===== config.mk =====
export PLATFORM = sky130hd
export DESIGN_NAME = band_serializer_flat
export DESIGN_NICKNAME = d
export VERILOG_FILES = /design/src/rtl/band_serializer_if.sv /design/src/rtl/band_serializer.sv /design/src/flat_wrapper.sv
export SDC_FILE = /design/constraint.sdc
export NUM_CORES = 1
export LEC_CHECK = 0
export CELL_PAD_IN_SITES_DETAIL_PLACEMENT = 1
export CELL_PAD_IN_SITES_GLOBAL_PLACEMENT = 1
export CORE_MARGIN = 10
export CORE_UTILIZATION = 45
export CTS_BUF_LIST = sky130_fd_sc_hd__clkbuf_4 sky130_fd_sc_hd__clkbuf_8 sky130_fd_sc_hd__clkbuf_16
export DETAILED_ROUTE_END_ITERATION = 10
export HOLD_SLACK_MARGIN = 0.1
export PLACE_DENSITY = 0.76
export SKIP_LAST_GASP = 1
export SLEW_MARGIN = 5
export SYNTH_ARGS = -nofsm -noshare
export SYNTH_HDL_FRONTEND = slang
export SYNTH_SLANG_ARGS = --single-unit

===== constraint.sdc =====
create_clock -name clk -period 7.18 [get_ports clk]
set_input_delay 1.436 -clock clk [delete_from_list [all_inputs] [get_ports clk]]
set_output_delay 1.436 -clock clk [all_outputs]
set_load 0.01 [all_outputs]

===== src/rtl/band_serializer_if.sv =====
// Serialized band-sample stream from band_serializer to its sink.
// Handshake: a word moves when out_valid and out_ready are both 1 on a rising edge.
// While out_valid=1 and out_ready=0, out_data and out_chan stay stable.
// out_ready has no effect while out_valid=0.
interface band_serializer_if #(
  parameter int DW = 10
) ();
  logic [DW-1:0] out_data;
  logic [1:0]    out_chan;
  logic          out_valid;
  logic          out_ready;

  modport master (output out_data, output out_chan, output out_valid, input out_ready);
  modport slave  (input out_data, input out_chan, input out_valid, output out_ready);
endinterface


===== src/rtl/band_serializer.sv =====
// Captures whole filter-bank frames into a frame FIFO and serializes them,
// one band per handshake, onto a valid/ready stream.
module band_serializer #(
  parameter int DW     = 10,
  parameter int NCH    = 4,
  parameter int FDEPTH = 4
) (
  input  logic                      clk,
  input  logic                      reset,
  input  logic                      clk_enable,
  input  logic                      frame_strobe,
  input  logic [NCH*DW-1:0]         band_in,
  band_serializer_if.master         out_if,
  output logic                      overflow,
  output logic [$clog2(FDEPTH):0]   fifo_level,
  output logic                      o_dbg_state
);
  localparam int AW = $clog2(FDEPTH);
  localparam int LW = AW + 1;

  typedef enum logic {IDLE = 1'b0, SEND = 1'b1} state_t;

  state_t            r_state, w_state_nxt;
  logic [NCH*DW-1:0] r_mem [FDEPTH];
  logic [AW-1:0]     r_wr_ptr, r_rd_ptr;
  logic [LW-1:0]     r_level;
  logic [NCH*DW-1:0] r_frame;
  logic [1:0]        r_chan, w_chan_nxt;
  logic              r_ovf;
  logic              w_hs, w_pop, w_empty, w_full, w_last, w_wr_req, w_wr_acc;

  assign w_empty  = (r_level == '0);
  assign w_full   = (r_level == LW'(FDEPTH));
  assign w_hs     = (r_state == SEND) && out_if.out_ready;
  assign w_last   = (r_chan == 2'(NCH - 1));
  assign w_wr_req = frame_strobe & clk_enable;
  // A full FIFO still takes the frame when the head leaves on the same edge.
  assign w_wr_acc = w_wr_req & (~w_full | w_pop);

  always_comb begin
    w_state_nxt = r_state;
    w_chan_nxt  = r_chan;
    w_pop       = 1'b0;
    case (r_state)
      IDLE: begin
        if (!w_empty) begin
          w_pop       = 1'b1;
          w_chan_nxt  = '0;
          w_state_nxt = SEND;
        end
      end
      SEND: begin
        if (w_hs) begin
          if (!w_last) begin
            w_chan_nxt = r_chan + 2'd1;
          end else if (!w_empty) begin
            w_pop      = 1'b1;
            w_chan_nxt = '0;
          end else begin
            w_state_nxt = IDLE;
          end
        end
      end
      default: w_state_nxt = IDLE;
    endcase
  end

  always_ff @(posedge clk) begin
    if (reset) r_state <= IDLE;
    else       r_state <= w_state_nxt;
  end

  always_ff @(posedge clk) begin
    if (reset) begin
      r_wr_ptr <= '0;
      r_rd_ptr <= '0;
      r_level  <= '0;
      r_frame  <= '0;
      r_chan   <= '0;
      r_ovf    <= 1'b0;
    end else begin
      r_chan <= w_chan_nxt;
      if (w_pop) begin
        r_frame  <= r_mem[r_rd_ptr];
        r_rd_ptr <= r_rd_ptr + AW'(1);
      end
      if (w_wr_acc) r_wr_ptr <= r_wr_ptr + AW'(1);
      r_level <= r_level + LW'(w_wr_acc) - LW'(w_pop);
      if (w_wr_req && !w_wr_acc) r_ovf <= 1'b1;
    end
  end

  // Storage needs no reset: only entries counted by r_level are ever read.
  always_ff @(posedge clk) begin
    if (!reset && w_wr_acc) r_mem[r_wr_ptr] <= band_in;
  end

  assign out_if.out_valid = (r_state == SEND);
  assign out_if.out_data  = r_frame[r_chan*DW +: DW];
  assign out_if.out_chan  = r_chan;
  assign overflow         = r_ovf;
  assign fifo_level       = r_level;
  assign o_dbg_state      = r_state;
endmodule


===== src/flat_wrapper.sv =====
// flat-port wrapper written by rule: the top's interface ports become plain ports
module band_serializer_flat 
#(
  parameter int DW     = 10,
  parameter int NCH    = 4,
  parameter int FDEPTH = 4
)
  (clk, reset, clk_enable, frame_strobe, band_in, overflow, fifo_level, o_dbg_state, out_if_out_data, out_if_out_chan, out_if_out_valid, out_if_out_ready);
  band_serializer_if #(.DW(DW)) out_if_i ();
  input  logic clk;
  input  logic reset;
  input  logic clk_enable;
  input  logic frame_strobe;
  input  logic [NCH*DW-1:0] band_in;
  output logic overflow;
  output logic [$clog2(FDEPTH):0] fifo_level;
  output logic o_dbg_state;
  output wire logic [$bits(out_if_i.out_data)-1:0] out_if_out_data;
  output wire logic [$bits(out_if_i.out_chan)-1:0] out_if_out_chan;
  output wire logic [$bits(out_if_i.out_valid)-1:0] out_if_out_valid;
  input wire logic [$bits(out_if_i.out_ready)-1:0] out_if_out_ready;
  assign out_if_out_data = out_if_i.out_data;
  assign out_if_out_chan = out_if_i.out_chan;
  assign out_if_out_valid = out_if_i.out_valid;
  assign out_if_i.out_ready = out_if_out_ready;
  band_serializer #(.DW(DW), .NCH(NCH), .FDEPTH(FDEPTH)) u_core (.clk(clk), .reset(reset), .clk_enable(clk_enable), .frame_strobe(frame_strobe), .band_in(band_in), .out_if(out_if_i), .overflow(overflow), .fifo_level(fifo_level), .o_dbg_state(o_dbg_state));
endmodule

---- Yosys cells after proc, flatten, opt, wreduce, memory -nomap -nowiden ----
Memories as Yosys holds them, arrays and structs flattened. A register that Yosys moved wholly into a read port is not among the register bits.
Cells that the tools add are included.
storage, ports and cells
  register bits ........................... 11
  RAM bits ................................ 160
  input bits .............................. 45
  output and inout port bits .............. 18
  word-level logic and storage cells ...... 41
  memories ................................ 1
memories
  memory        depth  width  read ports  clocked after memory_dff  write ports  RTL line               RTL
  u_core.r_mem  4      40     1           1                         1            band_serializer.sv:24  logic [NCH*DW-1:0] r_mem [FDEPTH];
cells by class
  add/subtract/negate cells ............... 5
  $mul .................................... 1
  equality and inequality tests ........... 3
  shifts and indexed selects .............. 1
  muxes and demuxes ....................... 13
  bitwise operators ....................... 5
  reductions and logical operators ........ 6
operators by type and width
  kind                                                                 number
  40-bit by 7-bit indexed part select with 10-bit output               1
  1-bit two-way mux                                                    7
  2-bit by 1-bit adder with 2-bit output (second input constant)       3
  2-bit two-way mux                                                    3
  2-bit by 3-bit multiplier with 5-bit output (second input constant)  1
  1-bit one-hot mux with 2 select lines                                2
  2-bit one-hot mux with 2 select lines                                1
  3-bit by 1-bit adder with 3-bit output                               1
  3-bit equality test (second input constant)                          1
  1-bit logical AND                                                    3
  3-bit logical NOT                                                    1
  3-bit by 1-bit subtractor with 3-bit output                          1
  1-bit AND                                                            2
  2-bit equality test (second input constant)                          1
  1-bit logical NOT                                                    2
  2-bit inequality test (second input constant)                        1
  1-bit NOT                                                            2
  1-bit OR                                                             1

---- Logic depth before layout (Yosys ltp) ----
  word-level depth ........................ 10
  gate-level depth with buffers ........... 11
  mapped depth without buffers ............ 11

---- Worst setup path after synthesis ----
No wires, ideal clock.
  path type ............................... input to register
  from .................................... in out_if_out_ready
  to ...................................... mem u_core.r_mem[1][0] in the netlist's numbering (enable)
  library setup time ...................... 495 ps
  arrival ................................. 4,781 ps
  required time ........................... 6,685 ps
  slack ................................... 1,903 ps
  stages .................................. 3
  buffers on the path ..................... 0
  path through ............................ a21boi_2 a31o_2 nor3b_1
between the ends
  longest elaborated chain between the ends .. 8
RTL lines
  item                                     RTL line               RTL
  from (decl)                              flat_wrapper.sv:21     input wire logic [$bits(out_if_i.out_ready)-1:0] out_if_out_ready;
  1-bit logical AND                        band_serializer.sv:34  assign w_hs = (r_state == SEND) && out_if.out_ready;
  1-bit two-way mux                        band_serializer.sv:53  if (w_hs) begin
  1-bit one-hot mux with 2 select lines    band_serializer.sv:44  case (r_state)
  1-bit OR                                 band_serializer.sv:38  assign w_wr_acc = w_wr_req & (~w_full | w_pop);
  1-bit AND                                band_serializer.sv:38
  1-bit logical AND                        band_serializer.sv:95  if (!reset && w_wr_acc) r_mem[r_wr_ptr] <= band_in;
  1-bit two-way mux                        band_serializer.sv:95
  1-bit two-way mux (not written as such)  band_serializer.sv:95
  to (decl)                                band_serializer.sv:24
No other way between the ends.

---- Final worst setup path ----
  from .................................... reg u_core.r_chan[0] (netlist: u_core.out_if.out_chan[0])
  to ...................................... out out_if_out_data[4]
between the ends
  longest elaborated chain between the ends .. 2
RTL lines
  item                                                    RTL line               RTL
  from (decl)                                             band_serializer.sv:28  logic [1:0] r_chan, w_chan_nxt;
  from (signal assigned)                                  band_serializer.sv:82  r_chan <= w_chan_nxt;
  2-bit by 3-bit multiplier with 5-bit output             band_serializer.sv:99  assign out_if.out_data = r_frame[r_chan*DW +: DW];
  40-bit by 7-bit indexed part select with 10-bit output  band_serializer.sv:99
  to (decl)                                               flat_wrapper.sv:18     output wire logic [$bits(out_if_i.out_data)-1:0] out_if_out_data;
No other way between the ends.

==> impl_metrics.tcl <==
set metrics [dict create \
    final.period_utilization_pct 53.6 \
    grt_first_pass_wirelength_mm 28.8 \
    crit_family "flip-flops" \
    synthesis.nets 531 \
    yosysSeqAreaShare_pct 70.6 \
    hold_path.class "reg -> reg" \
    initial_utilization_pct 45.8 \
    criticalPathCategory "reg -> out" \
    timing.fmax_mhz 260 \
    die_h_um 155 \
    dpl.hpwl_mm 11.3 \
    grt_pass1_vias 4973 \
    globalRouteOverflowTotal 0 \
    initial_antenna_violation_count 0 \
    finalWeightedCongestion 0.781 \
    proportion_of_netlist_area_held_by_the_largest_area_contributor_pct 58.2 \
    run_status "complete, no violations" \
    whs_ns 0.482 \
    report.final.setup_viol 0 \
    regArea_um2 5830 \
    yosysUniqueCellTypes 36 \
    critical_path.startpoint_type "register" \
    finalWorstPathRequiredPeriod_ns 3.85 \
    route.final.wire_length_mm 18.3 \
    mean_instance_size_in_the_synthesized_netlist_um2 17.3 \
    cts_repair_resize_count 0 \
    mappedNetlistArea_um2 8250 \
    synth_area_leaders "sky130_fd_sc_hd__edfxtp_1, sky130_fd_sc_hd__dfxtp_1, sky130_fd_sc_hd__mux4_2" \
    viasPerCell 5.76 \
    critical_path_peak_fanout 15 \
    grt_max_degree 59 \
    port-buffer-count 62 \
    clk_path_buf_depth 3 \
    ir_drop_v 0.000300 \
    clkSinkCount 211 \
    floorplan.die_area_um2 24200 \
    worst_slew_pin_slew_ns 1.17 \
    dr_total_vias 4508 \
    worst-endpoint-arrival_ns 2.42 \
    postSynthCellCount 478 \
    die_x_um 155 \
    critical_path.endpoint_type "output pin" \
    post-route-drc-count 0 \
    grt_setup_unrepaired "false" \
    place_worst_setup_slack_ns 3.05 \
    max_cap_violations 0 \
    synth_flop_cell "sky130_fd_sc_hd__edfxtp_1" \
    detail_route.first_pass.iterations 4 \
    clkTransAtPathRegs_ns 0.06 \
    cp_slowest_stage_delay_ns 0.80 \
    cts_buffers 22 \
    ant_nets 0 \
    finalWorstSetupSlack_ns 3.33 \
    clk_root_buffer_cell "sky130_fd_sc_hd__clkbuf_16" \
    timing.slew.headroom_pct 22.0 \
    postSynth.asyncResetShare_pct 0 \
    fin_setup_tns_ns 0 \
    ctsHtreeMaxLevel 1 \
    cpMaxStageDelayCell "sky130_fd_sc_hd__dfxtp_1" \
    synth_common_cells "sky130_fd_sc_hd__edfxtp_1, sky130_fd_sc_hd__dfxtp_1, sky130_fd_sc_hd__a21oi_1" \
    hold_viol 0 \
    post-synth-top-count-cell "sky130_fd_sc_hd__edfxtp_1" \
    cts_hold_repair.buffers 0 \
    post_route_cells_drive_above_1_share_pct 17.7 \
    finish.utilization_pct 54.5 \
    diodes 0 \
    post-layout-total-power_mw 3.53 \
    critPathRequiredTime_ns 5.74 \
    postSynthRegisterBits 211 \
    nNetsFinal 591 \
    multi_input_area_um2 2200 \
    total_buffers_and_inverters_traversed_by_the_critical_path 1 \
    routed_wire_length_per_instance_um 23.4 \
    rows 49 \
    synth_top_area_cell "sky130_fd_sc_hd__edfxtp_1" \
    crit_chain "mux4_2 > clkdlybuf4s50_1" \
    post-cts-setup-buffer-count 0 \
    edff_count_synth 160 \
    globalRouteTotalUtil_pct 15.1 \
    floorplan.io_pins 63 \
    p_per_area_nw_per_um2 360 \
    initial_detailed_routing_violation_count 407 \
    layout-area-overhead-vs-synth_pct 19.1 \
    area_of_the_placeable_core_um2 18000 \
    layout.filler_cells 1659 \
    ys.warnings.count 0 \
    tritoncts "done" \
    clock_skew_ns 0.00634 \
    clk_latency_ns 0.50 \
    power.static_leakage_nw 3.17 \
    finalMaxSlewViolations 0 \
]
[where the power goes]
group | internal, mW | total [mW] | switching (mW) | leakage [nW]
Clock | 0.765 | 1.22 | 0.451 | 0.383
Sequential | 1.42 | 1.52 | 0.0997 | 1.86
Combinational | 0.370 | 0.797 | 0.427 | 0.925
[cell usage in the layout (no fill, tap or decap), drive strengths merged, types with 2 or more instances in the layout]
cell type,count
clkinv,8
mux4,50
nand2b,3
dfxtp,51
nor2b,3
clkbuf,24
clkdlybuf4s50,61
nor3,2
nand3,42
nor3b,5
a31o,2
bufinv,5
o21ai,43
edfxtp,160
clkinvlp,3
or3,2
ha,7
buf,12
nor2,8
a21oi,44
inv,7
and2,2
[final timing paths]
path	slack, ns	start	depth (start not counted)	endpoint
min reg2reg	0.48	u_core.r_frame[12]	2	u_core.r_frame[12]
max	3.33	u_core.out_if.out_chan[0]	2	out_if_out_data[4]
min	0.48	u_core.r_frame[12]	2	u_core.r_frame[12]
max reg2reg	3.99	u_core.out_if.out_chan[0]	12	u_core.fifo_level[2]
[through the flow]
stage	instance area (um2)	cells
final	9830	783
after global routing	9830	783
after CTS	9830	783
after detailed placement	9040	743
after global placement	9040	743
after floorplan	8250	478
[worst register-to-register path: stages (launching register included)]
cell	delay, ns
sky130_fd_sc_hd__dfxtp_1	0.80
sky130_fd_sc_hd__ha_1	0.36
sky130_fd_sc_hd__a21boi_2	0.07
sky130_fd_sc_hd__buf_4	0.26
sky130_fd_sc_hd__nor2_1	0.22
sky130_fd_sc_hd__ha_1	0.27
sky130_fd_sc_hd__inv_1	0.07
sky130_fd_sc_hd__ha_1	0.15
sky130_fd_sc_hd__inv_1	0.05
sky130_fd_sc_hd__fa_1	0.38
sky130_fd_sc_hd__xor2_1	0.18
sky130_fd_sc_hd__and2_1	0.18
sky130_fd_sc_hd__nor3_1	0.13
[cell type report]
type	instances	share of cell area (%)
Tap cell	229	2.92
Multi-Input combinational cell	223	22.4
Inverter	7	0.267
Clock inverter	16	2.10
Timing Repair Buffer	73	7.11
Sequential cell	211	59.3
Clock buffer	24	5.93
[sequential cells by signal, indices dropped and copies added (netlist names)]
register and count:
u_core.r_frame 40, u_core.fifo_level 3, u_core.overflow 1, u_core.o_dbg_state 1, u_core.r_wr_ptr 2, u_core.out_if.out_chan 2
u_core.r_mem 160, u_core.r_rd_ptr 2
[cells by family after synthesis]
group | after synthesis | synth area share, %
compound gates | 93 | 5.96
xor+xnor | 1 | 0.106
buf+inv | 44 | 3.02
mux | 52 | 14.5
flops | 211 | 70.6
simple gates | 69 | 4.53
fa+ha+maj | 8 | 1.30
[per-layer routing]
metal | vias up | GRT usage, % | part of all wire [%]
met5 | - | 0 | 0
met4 | 0 | 4.01 | 1.8
met3 | 27 | 3.45 | 6.1
met2 | 112 | 25.9 | 51
met1 | 2349 | 18.8 | 41
li1 | 2020 | - | -
Note: power is estimated with default switching activity, not from simulation.
